--- config.mk ---
export PLATFORM = sky130hd
export DESIGN_NAME = dso100fb_video_timing
export DESIGN_NICKNAME = d
export VERILOG_FILES = /design/src/rtl/dso100fb_video_pkg.sv /design/src/rtl/dso100fb_timing_axis.sv /design/src/rtl/dso100fb_video_timing.sv
export SDC_FILE = /design/constraint.sdc
export NUM_CORES = 1
export LEC_CHECK = 0
export CORE_MARGIN = 10
export CORE_UTILIZATION = 43
export CTS_CLUSTER_DIAMETER = 30
export DETAILED_ROUTE_END_ITERATION = 7
export PLACE_DENSITY = 0.62
export SLEW_MARGIN = 20
export SYNTH_ARGS = -nofsm -noshare
export SYNTH_HDL_FRONTEND = slang
export SYNTH_SLANG_ARGS = --single-unit
--- constraint.sdc ---
create_clock -name VIDCLK -period 8.1 [get_ports VIDCLK]
set_clock_uncertainty 0.05 [all_clocks]
set_input_delay 0.81 -clock VIDCLK [delete_from_list [all_inputs] [get_ports VIDCLK]]
set_output_delay 0.81 -clock VIDCLK [all_outputs]
set_load 0.03 [all_outputs]
--- src/rtl/dso100fb_video_pkg.sv ---
// Shared constants and segment-phase encoding for the dso100fb raster timing generator.
package dso100fb_video_pkg;

  localparam int CNT_W_DEF      = 12;
  localparam int UNDERRUN_CNT_W = 16;

  typedef enum logic [1:0] {
    PH_ACTIVE = 2'd0,
    PH_FP     = 2'd1,
    PH_SYNC   = 2'd2,
    PH_BP     = 2'd3
  } seg_phase_t;

endpackage

--- src/rtl/dso100fb_timing_axis.sv ---
// Generic raster axis: position counter with active/fp/sync/bp segment decode.
// Used once per pixel for H and once per H wrap for V.
module dso100fb_timing_axis
  import dso100fb_video_pkg::*;
#(
  parameter int CNT_W = CNT_W_DEF
) (
  input  logic             VIDCLK,
  input  logic             RST,
  input  logic             clr,
  input  logic             inc,
  input  logic [CNT_W-1:0] len_active,
  input  logic [CNT_W-1:0] len_fp,
  input  logic [CNT_W-1:0] len_sync,
  input  logic [CNT_W-1:0] len_bp,
  output logic [CNT_W+1:0] pos,
  output logic             wrap,
  output logic             seg_active,
  output logic             seg_sync
);

  // Two extra bits so the sum of four maximal segments cannot overflow.
  localparam int POS_W = CNT_W + 2;

  logic [POS_W-1:0] len_a, len_f, len_s, len_b;
  logic [POS_W-1:0] end_a, end_f, end_s, total_m1;
  logic             last;
  seg_phase_t       phase;

  function automatic logic [POS_W-1:0] seg_len(input logic [CNT_W-1:0] len);
    return (len == '0) ? POS_W'(1) : POS_W'(len);
  endfunction

  assign len_a    = seg_len(len_active);
  assign len_f    = seg_len(len_fp);
  assign len_s    = seg_len(len_sync);
  assign len_b    = seg_len(len_bp);
  assign end_a    = len_a;
  assign end_f    = end_a + len_f;
  assign end_s    = end_f + len_s;
  assign total_m1 = end_s + len_b - POS_W'(1);

  assign last = (pos == total_m1);
  assign wrap = inc && last;

  always_comb begin
    phase = PH_BP;
    if (pos < end_a)
      phase = PH_ACTIVE;
    else if (pos < end_f)
      phase = PH_FP;
    else if (pos < end_s)
      phase = PH_SYNC;
  end

  assign seg_active = (phase == PH_ACTIVE);
  assign seg_sync   = (phase == PH_SYNC);

  always_ff @(posedge VIDCLK) begin
    if (RST || clr)
      pos <= '0;
    else if (inc)
      pos <= last ? '0 : pos + POS_W'(1);
  end

endmodule

--- src/rtl/dso100fb_video_timing.sv ---
// Raster sequencer for the framebuffer mixer: fetch/overlay pops one cycle ahead of DE/syncs.
// Define DSO100FB_UNDERRUN_COUNT_EN to build the saturating underrun cycle counter.
module dso100fb_video_timing
  import dso100fb_video_pkg::*;
#(
  parameter int CNT_W = CNT_W_DEF
) (
  input  logic                      VIDCLK,
  input  logic                      RST,
  input  logic                      CFG_ENABLE,
  input  logic [CNT_W-1:0]          CFG_HACTIVE,
  input  logic [CNT_W-1:0]          CFG_HFP,
  input  logic [CNT_W-1:0]          CFG_HSYNC,
  input  logic [CNT_W-1:0]          CFG_HBP,
  input  logic [CNT_W-1:0]          CFG_VACTIVE,
  input  logic [CNT_W-1:0]          CFG_VFP,
  input  logic [CNT_W-1:0]          CFG_VSYNC,
  input  logic [CNT_W-1:0]          CFG_VBP,
  input  logic                      CFG_HSYNC_POL,
  input  logic                      CFG_VSYNC_POL,
  input  logic                      CFG_OVL_ENABLE,
  input  logic [CNT_W-1:0]          CFG_OVL_X0,
  input  logic [CNT_W-1:0]          CFG_OVL_X1,
  input  logic [CNT_W-1:0]          CFG_OVL_Y0,
  input  logic [CNT_W-1:0]          CFG_OVL_Y1,
  input  logic                      VIDEO_EMPTY,
  input  logic                      UNDERRUN_CLR,
  output logic                      VIDEO_FETCH,
  output logic                      OVERLAY_EN,
  output logic                      DE,
  output logic                      HSYNC,
  output logic                      VSYNC,
  output logic                      FRAME_START,
  output logic                      UNDERRUN,
  output logic [UNDERRUN_CNT_W-1:0] UNDERRUN_COUNT
);

  localparam int POS_W = CNT_W + 2;

  logic [CNT_W-1:0] sh_hact, sh_hfp, sh_hsync, sh_hbp;
  logic [CNT_W-1:0] sh_vact, sh_vfp, sh_vsync, sh_vbp;
  logic [CNT_W-1:0] sh_x0, sh_x1, sh_y0, sh_y1;
  logic             sh_hpol, sh_vpol, sh_ovl_en;

  logic [POS_W-1:0] h_pos, v_pos;
  logic             h_wrap, v_wrap, h_act, v_act, h_sync, v_sync;
  logic             shadow_load, fetch_c, ovl_c, fs_c, in_x, in_y;
  logic             hs1, vs1, underrun_set;

  // v_wrap only fires together with h_wrap, so it marks the last pixel of the frame.
  assign shadow_load = !CFG_ENABLE || v_wrap;

  always_ff @(posedge VIDCLK) begin
    if (RST) begin
      sh_hact   <= '0;
      sh_hfp    <= '0;
      sh_hsync  <= '0;
      sh_hbp    <= '0;
      sh_vact   <= '0;
      sh_vfp    <= '0;
      sh_vsync  <= '0;
      sh_vbp    <= '0;
      sh_x0     <= '0;
      sh_x1     <= '0;
      sh_y0     <= '0;
      sh_y1     <= '0;
      sh_hpol   <= 1'b0;
      sh_vpol   <= 1'b0;
      sh_ovl_en <= 1'b0;
    end else if (shadow_load) begin
      sh_hact   <= CFG_HACTIVE;
      sh_hfp    <= CFG_HFP;
      sh_hsync  <= CFG_HSYNC;
      sh_hbp    <= CFG_HBP;
      sh_vact   <= CFG_VACTIVE;
      sh_vfp    <= CFG_VFP;
      sh_vsync  <= CFG_VSYNC;
      sh_vbp    <= CFG_VBP;
      sh_x0     <= CFG_OVL_X0;
      sh_x1     <= CFG_OVL_X1;
      sh_y0     <= CFG_OVL_Y0;
      sh_y1     <= CFG_OVL_Y1;
      sh_hpol   <= CFG_HSYNC_POL;
      sh_vpol   <= CFG_VSYNC_POL;
      sh_ovl_en <= CFG_OVL_ENABLE;
    end
  end

  dso100fb_timing_axis #(.CNT_W(CNT_W)) u_h_axis (
    .VIDCLK     (VIDCLK),
    .RST        (RST),
    .clr        (!CFG_ENABLE),
    .inc        (1'b1),
    .len_active (sh_hact),
    .len_fp     (sh_hfp),
    .len_sync   (sh_hsync),
    .len_bp     (sh_hbp),
    .pos        (h_pos),
    .wrap       (h_wrap),
    .seg_active (h_act),
    .seg_sync   (h_sync)
  );

  dso100fb_timing_axis #(.CNT_W(CNT_W)) u_v_axis (
    .VIDCLK     (VIDCLK),
    .RST        (RST),
    .clr        (!CFG_ENABLE),
    .inc        (h_wrap),
    .len_active (sh_vact),
    .len_fp     (sh_vfp),
    .len_sync   (sh_vsync),
    .len_bp     (sh_vbp),
    .pos        (v_pos),
    .wrap       (v_wrap),
    .seg_active (v_act),
    .seg_sync   (v_sync)
  );

  assign in_x    = (h_pos >= POS_W'(sh_x0)) && (h_pos < POS_W'(sh_x1));
  assign in_y    = (v_pos >= POS_W'(sh_y0)) && (v_pos < POS_W'(sh_y1));
  assign fetch_c = h_act && v_act;
  assign ovl_c   = fetch_c && sh_ovl_en && in_x && in_y;
  assign fs_c    = fetch_c && (h_pos == '0) && (v_pos == '0);

  // Stage 1 holds sync levels with polarity applied; stage 2 is a plain delay.
  always_ff @(posedge VIDCLK) begin
    if (RST) begin
      VIDEO_FETCH <= 1'b0;
      OVERLAY_EN  <= 1'b0;
      FRAME_START <= 1'b0;
      hs1         <= ~CFG_HSYNC_POL;
      vs1         <= ~CFG_VSYNC_POL;
      DE          <= 1'b0;
      HSYNC       <= ~CFG_HSYNC_POL;
      VSYNC       <= ~CFG_VSYNC_POL;
    end else begin
      DE    <= VIDEO_FETCH;
      HSYNC <= hs1;
      VSYNC <= vs1;
      if (CFG_ENABLE) begin
        VIDEO_FETCH <= fetch_c;
        OVERLAY_EN  <= ovl_c;
        FRAME_START <= fs_c;
        hs1         <= h_sync ? sh_hpol : ~sh_hpol;
        vs1         <= v_sync ? sh_vpol : ~sh_vpol;
      end else begin
        VIDEO_FETCH <= 1'b0;
        OVERLAY_EN  <= 1'b0;
        FRAME_START <= 1'b0;
        hs1         <= ~CFG_HSYNC_POL;
        vs1         <= ~CFG_VSYNC_POL;
      end
    end
  end

  assign underrun_set = VIDEO_FETCH && VIDEO_EMPTY;

  always_ff @(posedge VIDCLK) begin
    if (RST)
      UNDERRUN <= 1'b0;
    else if (underrun_set)
      UNDERRUN <= 1'b1;
    else if (UNDERRUN_CLR)
      UNDERRUN <= 1'b0;
  end

`ifdef DSO100FB_UNDERRUN_COUNT_EN
  logic [UNDERRUN_CNT_W-1:0] urun_cnt;

  always_ff @(posedge VIDCLK) begin
    if (RST)
      urun_cnt <= '0;
    else if (underrun_set) begin
      if (UNDERRUN_CLR)
        urun_cnt <= UNDERRUN_CNT_W'(1);
      else if (urun_cnt != '1)
        urun_cnt <= urun_cnt + UNDERRUN_CNT_W'(1);
    end else if (UNDERRUN_CLR)
      urun_cnt <= '0;
  end

  assign UNDERRUN_COUNT = urun_cnt;
`else
  assign UNDERRUN_COUNT = '0;
`endif

endmodule

==> flow_summary_export.csv, run 1 <==
group,metric,value,unit
min_path,min_delay_worst_endpoint,"UNDERRUN",
grt,grt_pass1_vias,16300,
routing,first_iter_violations,1068,
clock_network,htreeDepth,4,
synthesis,synthSimpleGateAreaFrac,26.2,%
synthesis,synth_compound_area_share,23.7,%
routing,via_per_inst,5.82,
layout,drive_above_1_share,3.99,%
sta,fmax,133,MHz
setup_path,r2r-end,"sh_vsync[0]",
synthesis,ys_async_sr_fraction,0,%
routing,route.met2.wl,28100,um
synthesis,synth_top_family_by_area,"simple AND/OR/NAND/NOR gates",
run_status,status,"finished clean",
layout,num-nets-final,2743,
synthesis,syn-instance-count,2406,
run,cap_violations,0,
synthesis,yosys_warnings,0,
synthesis,synth_fa_ha_area_share,14.0,%
synthesis,ys.flop_type,"dfxtp_1",
grt,grt_pass1_wl,87200,um
sta,hold_ws,0.435,ns
setup_path,worstSetupPathType,"register to register",
synthesis,yosys.area.top_type,"dfxtp_1",
grt,antenna_found_initial,0,
sta,slew_violations,0,
routing,wl_per_cell,18.8,um
routing,dr.pass1.iters,5,
synthesis,synth_edf_count,0,
layout,area_delta_synth_final,11.4,%
placed_design,port_buffers,158,
power_and_ir_drop,p_total,0.00405,W
power_and_ir_drop,power_density,199,nW/um2
layout,regArea,3680,um2
routing,routed.top_layer,"met4",
floorplan,die_h,226,um
sta,min_period,7.51,ns
sta,grt_setup_unrepaired,"false",
synthesis,synthXorXnorAreaFrac,5.34,%
setup_path,crit_fanout,63,
clock_network,numClockSinks,184,
floorplan,initial_core_util,43.6,%
layout,final_util,48.6,%
routing,via_count,17100,
floorplan,die_area,51200,um2
synthesis,synth_area,18300,um2
layout,multi_input_area,12900,um2
synthesis,synth.top_cell.area_share,20.2,%
placed_design,place_congestion,0.899,
sta,min_period_over_period,92.7,%
clock_network,insertion_delay,0.47,ns
setup_path,max_stage_delay,0.50,ns
synthesis,synth.distinct_cells,82,
grt,grt_max_degree,129,
synthesis,synth_area_leaders,"dfxtp_1, ha_1, nor2_1",
sta,slew_headroom,32.9,%
min_path,hold_path_depth,2,
sta,setup_viol,0,
power_and_ir_drop,vdd_drop_max,0.141,mV
clock_network,clk_path_buf_depth,2,
layout,instances_no_fill,2947,
synthesis,seq_area_frac_synth,20.2,%
setup_path,r2r-start,"sh_hact[11]",
sta,tns,0,ns
setup_path,r2r_slack,0.59,ns
layout,antenna-diode-count,0,
floorplan,io_pins,175,
routing,wl_met1,24100,um
grt,grt_overflow_total,0,
floorplan,fp.dieW,226,um
layout,num-fill-cells,4089,
layout,final_cell_mix,"nor2_1, ha_1, dfxtp_1",
synthesis,muxShareOfSynthArea,0.890,%
floorplan,row_count,75,
min_path,hp-start,"UNDERRUN",
routing,routed_wl,55300,um
clock_network,cts-root-buf,"clkbuf_16",
placed_design,post-place-cells,2913,
placed_design,dp_hpwl,40200,um
min_path,hp-class,"register to register",
setup_path,ff2ff_path_depth,30,
layout,layout_commonest_cell,"nor2_1",
clock_network,holdBufCountCts,0,
synthesis,avgSynthCellArea,7.60,um2
routing,drc_errors,0,
setup_path,worst_path_most_repeated_cell,"ha_1",
grt,track_usage,21.0,%
floorplan,core-area,41900,um2
routing,met3_wirelength,1960,um
sta,tightest_slew,1.01,ns
layout,reg.largest.list,"u_h_axis.pos (14), u_v_axis.pos (14)",
power_and_ir_drop,p_leak,9.62,nW
synthesis,ys_ff_latch,184,
routing,ant_nets,0,
setup_path,crit_path_end_kind,"register",
clock_network,clk_pin_slew_worst_paths,0.08,ns
clock_network,tritoncts,"yes",
setup_path,cp.arrival,7.81,ns
sta,final_hold_viol_count,0,
setup_path,cp_slowest_cell,"a211oi_2",
clock_network,cts-buffers-inserted,17,
setup_path,cp-start-kind,"register",
setup_path,worstPathRequired,8.40,ns
[power breakdown]
group          internal [W]  total (W)  switching (W)
clock network      0.000443   0.000872       0.000430
registers          0.000977    0.00106      0.0000822
logic              0.000996    0.00211        0.00112
total               0.00242    0.00405        0.00163
[how the worst max path moves through the flow]
stage | start | end | slack (ns) | cells after the start
2_1_floorplan | sh_hact[3] | sh_vfp[0] | 1.45 | 30
3_3_place_gp | sh_hact[11] | sh_hfp[8] | 0.72 | 29
3_5_place_dp | sh_hact[11] | sh_vfp[1] | 0.63 | 29
4_1_cts | sh_hact[11] | sh_vact[5] | 0.58 | 29
5_1_grt | sh_hact[5] | sh_vsync[11] | 0.08 | 29
6_report | sh_hact[11] | sh_vsync[0] | 0.59 | 30
[metrics by stage]
| stage | area, um2 | setup slack [ns] |
|---|---|---|
| 6_report | 20400 | 0.589 |
| 5_1_grt | 20400 | 0.0782 |
| 4_1_cts | 20300 | 0.583 |
| 3_5_place_dp | 19800 | 0.633 |
| 3_3_place_gp | 19800 | 0.715 |
| 2_1_floorplan | 18300 | 1.45 |
[routing by layer]
layer  GRT usage, %  up-vias
met5              0        -
met4           6.25        0
met3           2.75       63
met2           38.0      319
met1           25.2     8291
li1               -     8469
[synth_stat cells (all sizes together), types with 42 or more instances]
| master | count |
|---|---|
| nand2 | 46 |
| nand3b | 145 |
| a211o | 150 |
| nor2 | 353 |
| dfxtp | 184 |
| o22ai | 150 |
| a21oi | 49 |
| buf | 76 |
| o21ai | 42 |
| nand2b | 164 |
| xnor2 | 70 |
| clkbuf | 150 |
| inv | 180 |
| ha | 190 |
| a21o | 83 |
[worst max-delay path: cells and delay by family, from the launching register on]
family | cells | cell delay [ns]
muxes | 2 | 0.48
and+or+nand+nor | 6 | 1.02
xor gates and xnor gates | 2 | 0.32
AOI/OAI and AO/OA | 12 | 2.88
adders and majority gates | 5 | 1.67
DFF | 1 | 0.40
buffers and inverters | 3 | 0.52
[timing repair]
item	CTS	global route
resized for setup	0	1
setup endpoints to repair	0	25
setup buffers	0	1
endpoints found under the hold margin	0	0
[layout make-up]
class / count / share of cell area [%]
inverter: 180 / 3.32
clock buffer: 19 / 2.17
clock inverter: 13 / 0.657
tap: 539 / 3.31
sequential: 184 / 18.1
multi-input combinational: 1832 / 63.4
timing repair buffer: 180 / 9.09
[logic make-up (layout without fill, tap and decap cells)]
family,count (synthesis),in the layout
simple gates,901,901
other cells,1,16
compound gates,592,592
flops,184,184
fa+ha+maj,201,201
mux,12,13
xor+xnor,109,109
buf+inv,406,392
Note: power is estimated with default switching activity, not from simulation.
==> inputs of run 2 (changes only) <==
- GPL_ROUTABILITY_DRIVEN: default -> 0
==> run 2 against run 1 <==
Sequential power is essentially flat; sequential cell count unchanged; clock power rose by 4.8%; first-iteration DRC count is 17% higher; setup slack worse by 0.032 ns; critical path depth did not move; critical path type unchanged; critical endpoint is now sh_hbp[6]; highest routed layer unchanged.
==> flow_summary_export.csv, run 2 (synthesis gave the netlist of run 1 again) <==
group,metric,value,unit
layout,instances_no_fill,2954,
setup_path,crit_fanout,107,
setup_path,cp_top_family,"compound AO/OA/AOI/OAI gates",
layout,antenna-diode-count,0,
layout,num-nets-final,2750,
routing,via_per_inst,5.79,
clock_network,numClockSinks,184,
routing,first_iter_violations,1249,
floorplan,die_area,51200,um2
placed_design,placement.cell_area,19800,um2
layout,regArea,3680,um2
routing,drc_errors,0,
sta,slew_headroom,24.7,%
setup_path,cp.arrival,7.84,ns
min_path,hold_path_depth,2,
clock_network,htreeDepth,4,
sta,setup_viol,0,
floorplan,initial_core_util,43.6,%
routing,dr.pass1.iters,7,
setup_path,r2r-end,"sh_hbp[6]",
placed_design,post-place-cells,2915,
sta,fmax,133,MHz
layout,multi_input_area,12900,um2
routing,wl_per_cell,18.5,um
setup_path,path_buf_inv,3,
setup_path,r2r_slack,0.56,ns
sta,min_period_over_period,93.1,%
floorplan,die_h,226,um
setup_path,crit_path_end_kind,"register",
min_path,hp-class,"register to register",
grt,grt_overflow_total,0,
min_path,hp-start,"UNDERRUN",
layout,num-fill-cells,4083,
floorplan,io_pins,175,
setup_path,cp_slowest_cell,"or4bb_1",
run,cap_violations,0,
layout,final_area,20500,um2
min_path,min_delay_worst_endpoint,"UNDERRUN",
grt,track_usage,20.8,%
routing,via_count,17100,
power_and_ir_drop,power_density,200,nW/um2
power_and_ir_drop,p_total,0.00410,W
grt,grt_max_degree,133,
routing,ant_nets,0,
power_and_ir_drop,vdd_drop_max,0.162,mV
layout,final_cell_mix,"nor2_1, ha_1, dfxtp_1",
power_and_ir_drop,p_leak,9.71,nW
layout,reg.largest.list,"u_h_axis.pos (14), u_v_axis.pos (14)",
grt,grt_pass1_vias,16600,
placed_design,port_buffers,158,
setup_path,worstPathRequired,8.40,ns
setup_path,ff2ff_path_depth,30,
floorplan,fp.dieW,226,um
setup_path,r2r-start,"sh_vact[3]",
grt,antenna_found_initial,1,
run_status,status,"finished clean",
layout,layout_commonest_cell,"nor2_1",
floorplan,core-area,41900,um2
setup_path,cp-start-kind,"register",
sta,final_hold_viol_count,0,
clock_network,cts-root-buf,"clkbuf_16",
clock_network,clk_path_buf_depth,2,
clock_network,clk_pin_slew_worst_paths,0.09,ns
clock_network,tritoncts,"yes",
grt,grt_pass1_wl,87300,um
clock_network,insertion_delay,0.47,ns
clock_network,holdBufCountCts,0,
layout,area_delta_synth_final,12.3,%
clock_network,cts-buffers-inserted,17,
floorplan,row_count,75,
sta,slew_violations,0,
routing,routed_wl,54600,um
sta,tightest_slew,1.13,ns
setup_path,worstSetupPathType,"register to register",
sta,min_period,7.54,ns
setup_path,max_stage_delay,0.54,ns
layout,drive_above_1_share,4.31,%
placed_design,dp_hpwl,39700,um
-- run 2: cell count changes in the layout (fill, tap and decap cells not counted), sizes merged --
cell / before / now
buf: 23 / 30
clkbuf: 20 / 18
clkinv: 2 / 6
clkinvlp: 3 / 1
-- run 2: routing by layer --
layer / part of all wire [%] / wire (um) / global-route usage (%)
met5: 0 / 0 / 0
met4: 1.9 / 1040 / 5.48
met3: 4.6 / 2500 / 3.31
met2: 51 / 27900 / 37.7
met1: 42 / 23200 / 24.8
-- run 2: power breakdown --
group | internal (W) | total (W) | switching, W
sequential | 0.000977 | 0.00106 | 0.0000813
clock | 0.000450 | 0.000914 | 0.000464
combinational | 0.000998 | 0.00213 | 0.00113
-- run 2: area by class of cell --
class,instances,share of cell area [%]
clock buffer,17,2.07
clock inverter,15,0.981
inverter,180,3.29
multi-input combinational,1832,62.9
sequential,184,17.9
tap,539,3.28
timing repair buffer,187,9.52
-- run 2: worst min-delay path, stage by stage, from the launching register on --
cell	delay (ns)
dfxtp_1	0.32
nand2b_1	0.06
a21oi_1	0.05
-- run 2: worst max-delay path by stage --
stage,startpoint,endpoint,slack (ns),depth (start not counted)
floorplan,sh_hact[3],sh_vfp[0],1.45,30
global placement,sh_hact[6],sh_vbp[5],0.74,29
detailed placement,sh_hact[1],sh_x0[4],0.51,29
CTS,sh_hact[11],sh_x0[4],0.40,29
global route,sh_hact[6],sh_vact[0],-0.02,30
finish,sh_vact[3],sh_hbp[6],0.56,30
-- run 2: what timing repair did --
action                                  4_1_cts  5_1_grt
buffers inserted                              0        6
endpoints found under the setup margin        0      172
resized for setup                             0        3
-- run 2: per-stage QoR --
step                util [%]  worst slack, ns  setup TNS [ns]  hold slack [ns]
floorplan                  -             1.45               0            0.364
global placement        47.2            0.744               0            0.406
detailed placement      47.2            0.508               0            0.413
CTS                     48.7            0.397               0            0.428
global route            49.0          -0.0226         -0.0679            0.462
finish                  49.0            0.558               0            0.424
